===== config.mk =====
export PLATFORM = sky130hd
export DESIGN_NAME = receiver
export DESIGN_NICKNAME = d
export VERILOG_FILES = /design/src/rtl/receiver.sv
export SDC_FILE = /design/constraint.sdc
export NUM_CORES = 1
export LEC_CHECK = 0
export ABC_CLOCK_PERIOD_IN_PS = 2300
export CORE_MARGIN = 2
export CORE_UTILIZATION = 30
export DETAILED_ROUTE_END_ITERATION = 10
export GPL_TIMING_DRIVEN = 0
export MAX_ROUTING_LAYER = met4
export PLACE_DENSITY = 0.48
export SYNTH_ARGS = -nofsm -noshare
export SYNTH_HDL_FRONTEND = slang
export SYNTH_SLANG_ARGS = --single-unit

===== constraint.sdc =====
create_clock -name send_clk -period 2.3 [get_ports send_clk]
set_clock_uncertainty 0.1 [all_clocks]
set_input_delay 0.46 -clock send_clk [delete_from_list [all_inputs] [get_ports send_clk]]
set_output_delay 0.46 -clock send_clk [all_outputs]
set_load 0.1 [all_outputs]

===== src/rtl/receiver.sv =====
// Asynchronous serial receiver: 2-flop synchronised line, mid-bit sampling at
// OVERSAMPLE clocks per bit, valid/ack byte handoff with framing and overrun flags.
module receiver #(
  parameter int OVERSAMPLE = 16,
  parameter int DATA_BITS  = 8
) (
  input  logic                 send_clk,
  input  logic                 rst_n,
  input  logic                 din,
  input  logic                 rx_ack,
  output logic [DATA_BITS-1:0] rx_data,
  output logic                 rx_valid,
  output logic                 rx_status,
  output logic                 frame_err,
  output logic                 overrun
);

  localparam int TW = (OVERSAMPLE > 1) ? $clog2(OVERSAMPLE) : 1;
  localparam int BW = (DATA_BITS > 1) ? $clog2(DATA_BITS) : 1;
  localparam logic [TW-1:0] TICK_HALF = TW'(OVERSAMPLE / 2 - 1);
  localparam logic [TW-1:0] TICK_LAST = TW'(OVERSAMPLE - 1);
  localparam logic [BW-1:0] BIT_LAST  = BW'(DATA_BITS - 1);

  typedef enum logic [1:0] {IDLE, START, DATA, STOP} state_t;

  state_t                r_state;
  state_t                w_state_next;
  logic [1:0]            r_sync;
  logic                  r_din_d;
  logic [TW-1:0]         r_tick;
  logic [BW-1:0]         r_bit;
  logic [DATA_BITS-1:0]  r_shift;
  logic                  r_load_ok;
  logic                  r_load_bad;
  logic                  r_status;
  logic [DATA_BITS-1:0]  r_data;
  logic                  r_valid;
  logic                  r_ferr;
  logic                  r_ovr;

  logic w_din_s;
  logic w_fall;
  logic w_tick_clr;
  logic w_tick_inc;
  logic w_bit_clr;
  logic w_bit_inc;
  logic w_shift_en;
  logic w_stop_ok;
  logic w_stop_bad;

  assign w_din_s = r_sync[1];
  assign w_fall  = !w_din_s && r_din_d;

  always_ff @(posedge send_clk or negedge rst_n) begin
    if (!rst_n) begin
      r_sync  <= 2'b11;
      r_din_d <= 1'b1;
    end else begin
      r_sync  <= {r_sync[0], din};
      r_din_d <= w_din_s;
    end
  end

  always_ff @(posedge send_clk or negedge rst_n) begin
    if (!rst_n) r_state <= IDLE;
    else        r_state <= w_state_next;
  end

  always_comb begin
    w_state_next = r_state;
    case (r_state)
      IDLE:  if (w_fall) w_state_next = START;
      // Mid-start check rejects glitches shorter than half a bit
      START: if (r_tick == TICK_HALF) w_state_next = w_din_s ? IDLE : DATA;
      DATA:  if (r_tick == TICK_LAST && r_bit == BIT_LAST) w_state_next = STOP;
      STOP:  if (r_tick == TICK_LAST) w_state_next = IDLE;
      default: w_state_next = IDLE;
    endcase
  end

  always_comb begin
    w_tick_clr = 1'b0;
    w_tick_inc = 1'b0;
    w_bit_clr  = 1'b0;
    w_bit_inc  = 1'b0;
    w_shift_en = 1'b0;
    w_stop_ok  = 1'b0;
    w_stop_bad = 1'b0;
    case (r_state)
      IDLE: begin
        w_tick_clr = 1'b1;
        w_bit_clr  = 1'b1;
      end
      START: begin
        if (r_tick == TICK_HALF) begin
          w_tick_clr = 1'b1;
          w_bit_clr  = 1'b1;
        end else begin
          w_tick_inc = 1'b1;
        end
      end
      DATA: begin
        if (r_tick == TICK_LAST) begin
          w_tick_clr = 1'b1;
          w_shift_en = 1'b1;
          w_bit_inc  = (r_bit != BIT_LAST);
        end else begin
          w_tick_inc = 1'b1;
        end
      end
      STOP: begin
        if (r_tick == TICK_LAST) begin
          w_tick_clr = 1'b1;
          w_stop_ok  = w_din_s;
          w_stop_bad = !w_din_s;
        end else begin
          w_tick_inc = 1'b1;
        end
      end
      default: w_tick_clr = 1'b1;
    endcase
  end

  always_ff @(posedge send_clk or negedge rst_n) begin
    if (!rst_n) begin
      r_tick     <= '0;
      r_bit      <= '0;
      r_shift    <= '0;
      r_load_ok  <= 1'b0;
      r_load_bad <= 1'b0;
      r_status   <= 1'b1;
    end else begin
      if (w_tick_clr)      r_tick <= '0;
      else if (w_tick_inc) r_tick <= r_tick + 1'b1;
      if (w_bit_clr)       r_bit <= '0;
      else if (w_bit_inc)  r_bit <= r_bit + 1'b1;
      if (w_shift_en)      r_shift <= {w_din_s, r_shift[DATA_BITS-1:1]};
      r_load_ok  <= w_stop_ok;
      r_load_bad <= w_stop_bad;
      r_status   <= (r_state == IDLE);
    end
  end

  // A load in the same cycle as an ack consumes the old byte, so no overrun
  always_ff @(posedge send_clk or negedge rst_n) begin
    if (!rst_n) begin
      r_data  <= '0;
      r_valid <= 1'b0;
      r_ferr  <= 1'b0;
      r_ovr   <= 1'b0;
    end else begin
      if (r_load_ok) begin
        r_data  <= r_shift;
        r_valid <= 1'b1;
        r_ferr  <= 1'b0;
        if (r_valid && !rx_ack)     r_ovr <= 1'b1;
        else if (r_valid && rx_ack) r_ovr <= 1'b0;
      end else begin
        if (r_load_bad) r_ferr <= 1'b1;
        if (r_valid && rx_ack) begin
          r_valid <= 1'b0;
          r_ovr   <= 1'b0;
        end
      end
    end
  end

  assign rx_data   = r_data;
  assign rx_valid  = r_valid;
  assign rx_status = r_status;
  assign frame_err = r_ferr;
  assign overrun   = r_ovr;

endmodule


; ---- After elaboration in Yosys (flattened, before gate mapping)
; Cells that the tools add are included.
[word_totals]
register_bits = 34
latchBits = 0
ram_bits = 0
rom_bits = 0
in_bits = 4
output_inout_bits = 12
wordCells = 70
memories = 0
[op_classes]
n_addsub = 2
mul = 0
div = 0
n_lt_le_gt_ge = 0
n_eq_ne = 11
shift = 0
n_mux = 31
bitwise_logic = 0
n_reduce_logical = 13
[op_table]
columns = op, count
row1 = $mux W1, 18
row2 = $mux W2, 5
row3 = $mux W4, 2
row4 = $ne A2 B2 Y1 const B, 4
row5 = $pmux W2 S4, 1
row6 = $reduce_bool A2 Y1, 4
row7 = $mux W3, 2
row8 = $add A4 B1 Y4 const B, 1
row9 = $eq A2 B2 Y1 const B, 2
row10 = $eq A4 B3 Y1 const B, 1
row11 = $eq A4 B4 Y1 const B, 1
row12 = $logic_and A1 B1 Y1, 4
row13 = $pmux W1 S2, 2
row14 = $reduce_and A4 Y1, 1
row15 = $add A3 B1 Y3 const B, 1
row16 = $eq A3 B3 Y1 const B, 1
row17 = $ne A3 B3 Y1 const B, 1
row18 = $pmux W1 S3, 1
row19 = $eq A2 B1 Y1 const B, 1
row20 = $logic_not A1 Y1, 2
row21 = $logic_not A2 Y1, 1
row22 = $reduce_or A2 Y1, 1

; ---- Depth between registers and ports, before layout
; Gate-level depths: netlist of run 1.
[logic_depth]
word_depth = 5
ltp_mapped = 5
mapped_depth_nobuf = 5

; ---- Least setup slack after synthesis of run 1
; Ideal clock, no wire load.
[synth_timing]
kind = register to register
from = register r_bit[0]
to = register r_bit[0]
setup_time_ns = 0.077
arrival_ns = 1.396
required_time_ns = 2.123
setup_slack_ns = 0.726
path_stages_with_launch = 6
path_buffers = 0
synth_period_minus_slack_ns = 1.574
cell_sequence = dfrtp_1 ha_1 ha_1 nand4bb_1 or3_1 a21oi_1
[synth_via]
elab_chain_cells = 4
word_cells_on_any_way = 7
classes_between = 1 x add/sub / 1 x eq/ne / 4 x mux / 1 x reduce/logical
[synth_lines]
columns = item, line_no
row1 = "start, declared", 31  ; logic [BW-1:0] r_bit;
row2 = "start signal, assigned", 136  ; else if (w_bit_inc) r_bit <= r_bit + 1'b1;
row3 = branches (longest 4 deep; another with $add A3 B1 Y3), -
; Several ways; the timed one is not identified. The select of a mux whose other input is x is not followed.
; A chain may end at the register's enable or synchronous reset.

; ---- Worst setup path in the final report of run 1
[layout_timing]
from = register r_status, in the netlist rx_status
to = output rx_status
[layout_lines]
columns = item, line_no
row1 = "start, declared", 35  ; logic r_status;
row2 = "start signal, assigned", 140  ; r_status <= (r_state == IDLE);
row3 = "end, declared", 13  ; output logic rx_status,
; No word-level cell between the ends.

==> run metrics, run 1 <==
Synth top area share 0.5484; Post-synth top cells 30 x dfrtp_1, 17 x mux2_2, 9 x a21oi_1, 7 x nor2_1, 4 x dfstp_2; critical path's largest stage delay between 800 and 900 ps; met3 Resource Use GR 0.04501; Final setup viols 0; Compound-Gate Fraction of Synth Area 0.05393; count leader, synth dfrtp_1; CTS Buffer Depth 2; Synth Flop Type dfrtp_1; Fin. Hold Viols 0; Comb pwr share 0.052; vias per cell 4.636; mux cell area share after synthesis 0.1399; Crit. End Element primary output; internal power 0.0008283 W; synth top area cells dfrtp_1 55%, mux2_2 14%, dfstp_2 7.7%; Yosys top cell by area dfrtp_1; Antenna Cells 0; Worst Setup SP rx_status$_DFF_PN1_; pre-CTS WS 122.4 ps; XOR/XNOR share of the synthesized area 0.01920; outcome complete, no violations; Worst-path clk slew 60 ps; DRC 0; row cnt 24; Crit path max-delay family buffers and inverters; Pre-antenna DRT Iters 2; Initial DRC Count 25; Boundary Pins 16; Synth Area in Simple Gates 0.1051; Total Routing Usage GR 0.1012; Worst Reg-to-Reg Cells 5; post-synthesis adder-cell area fraction 0.02742; register area share after synthesis 0.6252; Worst Hold Class in2async; Clk pwr share 0.372; layout cell share with drive strength beyond 1 0.2903; Reg2Reg Launch Point r_bit[0]$_DFFE_PN0P_; Port Buf Inserts 15; initial antenna violation count 0; Period Utilization, post-route 0.9520; CP startpoint kind flop; wirelength, routed roughly 2.1 mm; max_cap viols 0; post-route setup slack 110.5 ps; syn_area_per_cell 13.42 um2; GR Util met1 0.1182; Switching Fraction 0.2257; Sink Count 34; # nets final 131; RSZ-0062 raised after global routing false; CTS tree done; mapped cell area 1369 um2; Buf+Inv Stages, Crit Path 1; Leak 0.8277 nW; Synth Warn # 0; GR met2 Demand/Resource 0.1451; crit path to rx_status; P_sw 0.0002414 W; Final Cell Area 1643 um2; Tot Pwr 0.001070 W; WHS 144.1 ps; Setup Buffers After CTS 0; number of distinct library cells after synthesis 27; sequential fraction of design power 0.575; cell count after synthesis 102; worst vdd ir approximately 320 uV; post-synth net total 109; area growth from synthesis to layout 20.02%; first-pass GRT wire length roughly 3.8 mm; fmax about 460 MHz; final-report max-slew violation count 0; Critical Path RT about 1700 ps; via count of the routed design 816; cells along the critical path dlygate4sd2_1; cell depth of the worst setup path 1; starting density of the core 0.3122; Die X 71.55 um; largest family of logic cells by synthesized area multiplexers; DIE HEIGHT 71.55 um; CP Class reg2out; Worst R2R End r_bit[0]$_DFFE_PN0P_; dpl hpwl between 1 and 1.5 mm; vias in the first global route 800; number of flops mapped to enable cells by yosys 0; CORE AREA around 4400 um2; PwrDens 651.1 nW/um2; Tightest Pin Transition between 900 and 1000 ps; Detail Route Antenna Nets 0; Worst Path Arrival 1630 ps; gpl congestion 0.6974; CTS H-tree depth 2; GR peak layer met2; largest net degree at the start of global routing 35; Clock Latency Late Sink approximately 280 ps; Tmin final between 2000 and 2500 ps; die area 5119 um2; Max-Slew Margin vs Limit 0.3596; total grt overflow 0; Routed WL per cell 11.97 um; Clock Tree Root clkbuf_8; Max FO, Critical Path 1; setup slack, reg-to-reg 570 ps; dpl cell area 1579 um2; cts bufs inserted 5; slowest library cell on the worst path dlygate4sd2_1; #FFs+latches synth 34; Async SR Flop Fraction 1.000
cell usage in the layout (no fill, tap or decap):
cell / instances
dfrtp_1: 30
mux2_2: 17
dlygate4sd2_1: 12
a21oi_1: 9
nor2_1: 7
clkbuf_8: 5
dfstp_2: 4
buf_2: 3
inv_1: 3
nand3_1: 3
o21ai_0: 3
ha_1: 3
nand2_2: 2
nand2_1: 2
nor3_1: 2
xor2_1: 2
clkinv_2: 2
clkdlybuf4s50_1: 2
buf_6: 1
buf_4: 1
and2_1: 1
o22ai_1: 1
nor4bb_1: 1
nand4bb_1: 1
nand3b_1: 1
or3_1: 1
nor3_4: 1
and3_1: 1
a21o_1: 1
or3b_1: 1
xnor2_1: 1
how the worst min path moves through the flow:
stage,start,end,depth (start not counted)
6_report,rst_n,r_tick[0]$_DFFE_PN0P_,1
5_1_grt,rst_n,rx_data[7]$_DFFE_PN0P_,1
4_1_cts,rst_n,rx_data[6]$_DFFE_PN0P_,1
3_5_place_dp,r_sync[0]$_DFF_PN1_,r_sync[1]$_DFF_PN1_,0
3_3_place_gp,r_sync[0]$_DFF_PN1_,r_sync[1]$_DFF_PN1_,0
2_1_floorplan,rst_n,asynchronous set/reset pin,0
logic make-up after synthesis:
| family | after synthesis |
|---|---|
| xor+xnor | 3 |
| flops | 34 |
| simple gates | 24 |
| compound gates | 14 |
| mux | 17 |
| buf+inv | 7 |
| fa+ha+maj | 3 |
flip-flops by register name (all words and copies together), names as in the netlist, named ones only:
signal / count
frame_err: 1
r_bit: 3
r_din_d: 1
r_load_bad: 1
r_load_ok: 1
r_shift: 8
r_state: 1
r_sync: 2
r_tick: 4
rx_data: 8
rx_status: 1
rx_valid: 1
stage by stage:
stage          TNS, ps    util  std cells
2_1_floorplan        0       -        102
4_1_cts              0  0.3747        176
3_5_place_dp         0  0.3602        169
3_3_place_gp    -598.0  0.3613        169
5_1_grt              0  0.3747        176
6_report             0  0.3747        176
power groups by stage:
stage,Sequential (W),Combinational (W),Clock [W]
finish,0.000616,0.0000560,0.000398
CTS,0.000616,0.0000577,0.000418
global route,0.000616,0.0000629,0.000452
detailed placement,0.000627,0.0000589,0
global placement,0.000626,0.0000594,0
floorplan,0.000641,0.0000202,0
per-layer routing:
metal / share of wire / up-vias
met5: 0 / -
met4: 0.028 / 0
met3: 0.046 / 7
met2: 0.46 / 12
met1: 0.46 / 399
li1: - / 398
worst register-to-register path, delay by kind of cell, from the launching register on:
family                   cells  cell delay (ps)
AO/OA/AOI/OAI                1              140
adder cells (fa/ha/maj)      2              420
flip-flops                   1              390
AND/OR/NAND/NOR              2              600
repair_timing:
| item | CTS | global route |
|---|---|---|
| hold buffers | 0 | 0 |
| setup endpoints to repair | 12 | 0 |
| resized for setup | 12 | 0 |
| hold endpoints to repair | 0 | 0 |
cell type report:
cell class	instances	area [um2]
Multi-Input combinational cell	61	473.0
Sequential cell	34	855.8
Clock inverter	2	10.01
Inverter	3	11.26
Clock buffer	5	68.82
Fill cell	424	2741
Tap cell	52	65.06
Buffer	4	28.78
Timing Repair Buffer	15	130.1
Power figures use the tool's default switching activity.
==> run 2: changes to the inputs <==
Settings changed: RECOVER_POWER from default to 50.
==> run 2 against run 1 <==
Effect of this change:
- the flow now finishes with violations (capacitance limit, slew limit)
- largest cell class unchanged
- combinational power decreased by 2%
- highest routed layer unchanged
- total power decreased by 0.15%
- die area stayed put
- largest power group unchanged
- sequential share of layout area grew 0.12 points
- critical path depth stayed put
==> run metrics, run 2 (synthesis results as in run 1) <==
Detail Route Antenna Nets 0; Hold EP r_sync[1]$_DFF_PN1_; Final setup viols 0; Setup Buffers After CTS 0; max_cap viols 1; Leak slightly above 0.8 nW; Tmin final 2190 ps; die area roughly 5000 um2; Total Routing Usage GR 0.1012; wirelength, routed around 2.1 mm; Boundary Pins 16; first-pass GRT wire length 3.774 mm; Port Buf Inserts 15; Crit path max-delay family buffers and inverters; critical path's largest stage delay approximately 840 ps; Sink Count 34; CTS H-tree depth 2; Worst-path clk slew 60 ps; Tightest Pin Transition about 1800 ps; gpl congestion around 0.7; slowest library cell on the worst path dlygate4sd2_1; fillers 427; Clock Tree Root clkbuf_8; total grt overflow 0; Antenna Cells 0; dpl cell area 1579 um2; CTS Buffer Depth 2; via count of the routed design about 820; Initial DRC Count 25; Final Cell Area between 1500 and 2000 um2; cells along the critical path dlygate4sd2_1; CTS tree done; CP Class reg2out; cts bufs inserted 5; hold path start r_sync[0]$_DFF_PN1_; Worst Path Arrival approximately 1600 ps; Pre-antenna DRT Iters 2; most common library cell in the layout ignoring fill and taps dfrtp_1; final core occ 0.3739; Reg2Reg Launch Point r_bit[0]$_DFFE_PN0P_; initial antenna violation count 0; vias in the first global route 800; CP startpoint kind flop; RSZ-0062 raised after global routing false; Max FO, Critical Path 1; dpl hpwl 1.458 mm; Fin. Hold Viols 0; Clock Latency Late Sink 280 ps; outcome finished with violations; CTS Hold Buffers Added 0; PwrDens 651.7 nW/um2; Critical Path RT between 1500 and 2000 ps; setup slack, reg-to-reg 570 ps; # nets final 131; vias per cell 4.636; violated checks capacitance limit, slew limit; Die X 71.55 um; Routed WL per cell about 12 um; DRC 0; Worst R2R End r_bit[0]$_DFFE_PN0P_; layout cell share with drive strength beyond 1 0.2581; worst vdd ir approximately 320 uV; Crit. End Element primary output; row cnt 24; hold path cells 0; CORE AREA 4384 um2; Worst Reg-to-Reg Cells 5; fmax about 460 MHz; Worst Hold Class reg2reg; DIE HEIGHT 71.55 um; Buf+Inv Stages, Crit Path 1; commonest cells after routing, fill and taps aside 30 x dfrtp_1, 17 x mux2_2, 12 x dlygate4sd2_1, 9 x a21oi_1, 7 x nor2_1; Period Utilization, post-route 0.9520; largest net degree at the start of global routing 35; Max-Slew Margin vs Limit -0.1911; final-report max-slew violation count 35; area growth from synthesis to layout 19.74%; starting density of the core 0.3122
[run 2: cell types whose count changed in the layout (fill, tap and decap cells not counted), sizes merged]
cell           previous run  this run
buf                       5         2
clkbuf                    5         8
clkdlybuf4s50             2         1
dlygate4sd3               0         1
[run 2: per-stage QoR]
step                      instances  hold WS [ps]  power (W)  worst slack, ps  setup TNS, ps
final                           176         261.1   0.001068            110.5              0
after global routing            176         265.6   0.001130            67.44              0
after CTS                       176         164.6   0.001091            92.14              0
after detailed placement        169         247.6  0.0006855            122.4              0
after global placement          169         246.5  0.0006856           -21.14         -598.0
after floorplan                 102         64.41  0.0006614            726.4              0
[run 2: worst max-delay path by stage]
stage                                       endpoint  cells past startpoint                 start
after floorplan                 r_bit[0]$_DFFE_PN0P_                      5  r_bit[0]$_DFFE_PN0P_
after global placement    asynchronous set/reset pin                      1                 rst_n
after detailed placement                   rx_status                      1   rx_status$_DFF_PN1_
after CTS                                  rx_status                      1   rx_status$_DFF_PN1_
after global routing                       rx_status                      1   rx_status$_DFF_PN1_
final                                      rx_status                      1   rx_status$_DFF_PN1_
[run 2: layer usage]
| metal | part of all wire | global-route usage |
|---|---|---|
| met2 | 0.46 | 0.1451 |
| met5 | 0 | - |
| met4 | 0.028 | 0.05660 |
| met1 | 0.46 | 0.1182 |
| met3 | 0.046 | 0.04501 |
[run 2: cell type report]
class | count | area [um2] | share of cell area
Tap cell | 52 | 65.06 | 0.03969
Clock inverter | 2 | 10.01 | 0.006107
Sequential cell | 34 | 855.8 | 0.5221
Buffer | 4 | 26.28 | 0.01603
Inverter | 3 | 11.26 | 0.006870
Timing Repair Buffer | 15 | 128.9 | 0.07863
Multi-Input combinational cell | 61 | 473.0 | 0.2886
Clock buffer | 5 | 68.82 | 0.04198
[run 2: repair_timing]
action | 4_1_cts | 5_1_grt
gates resized for setup | 12 | 0
endpoints found under the setup margin | 12 | 0
endpoints found under the hold margin | 0 | 0
[run 2: where the power goes]
part	switching [W]	leakage (nW)	internal [W]
Clock	0.000196	0.0438	0.000203
Combinational	0.0000415	0.319	0.0000132
Sequential	0.00000434	0.454	0.000611
Total	0.000241	0.817	0.000827
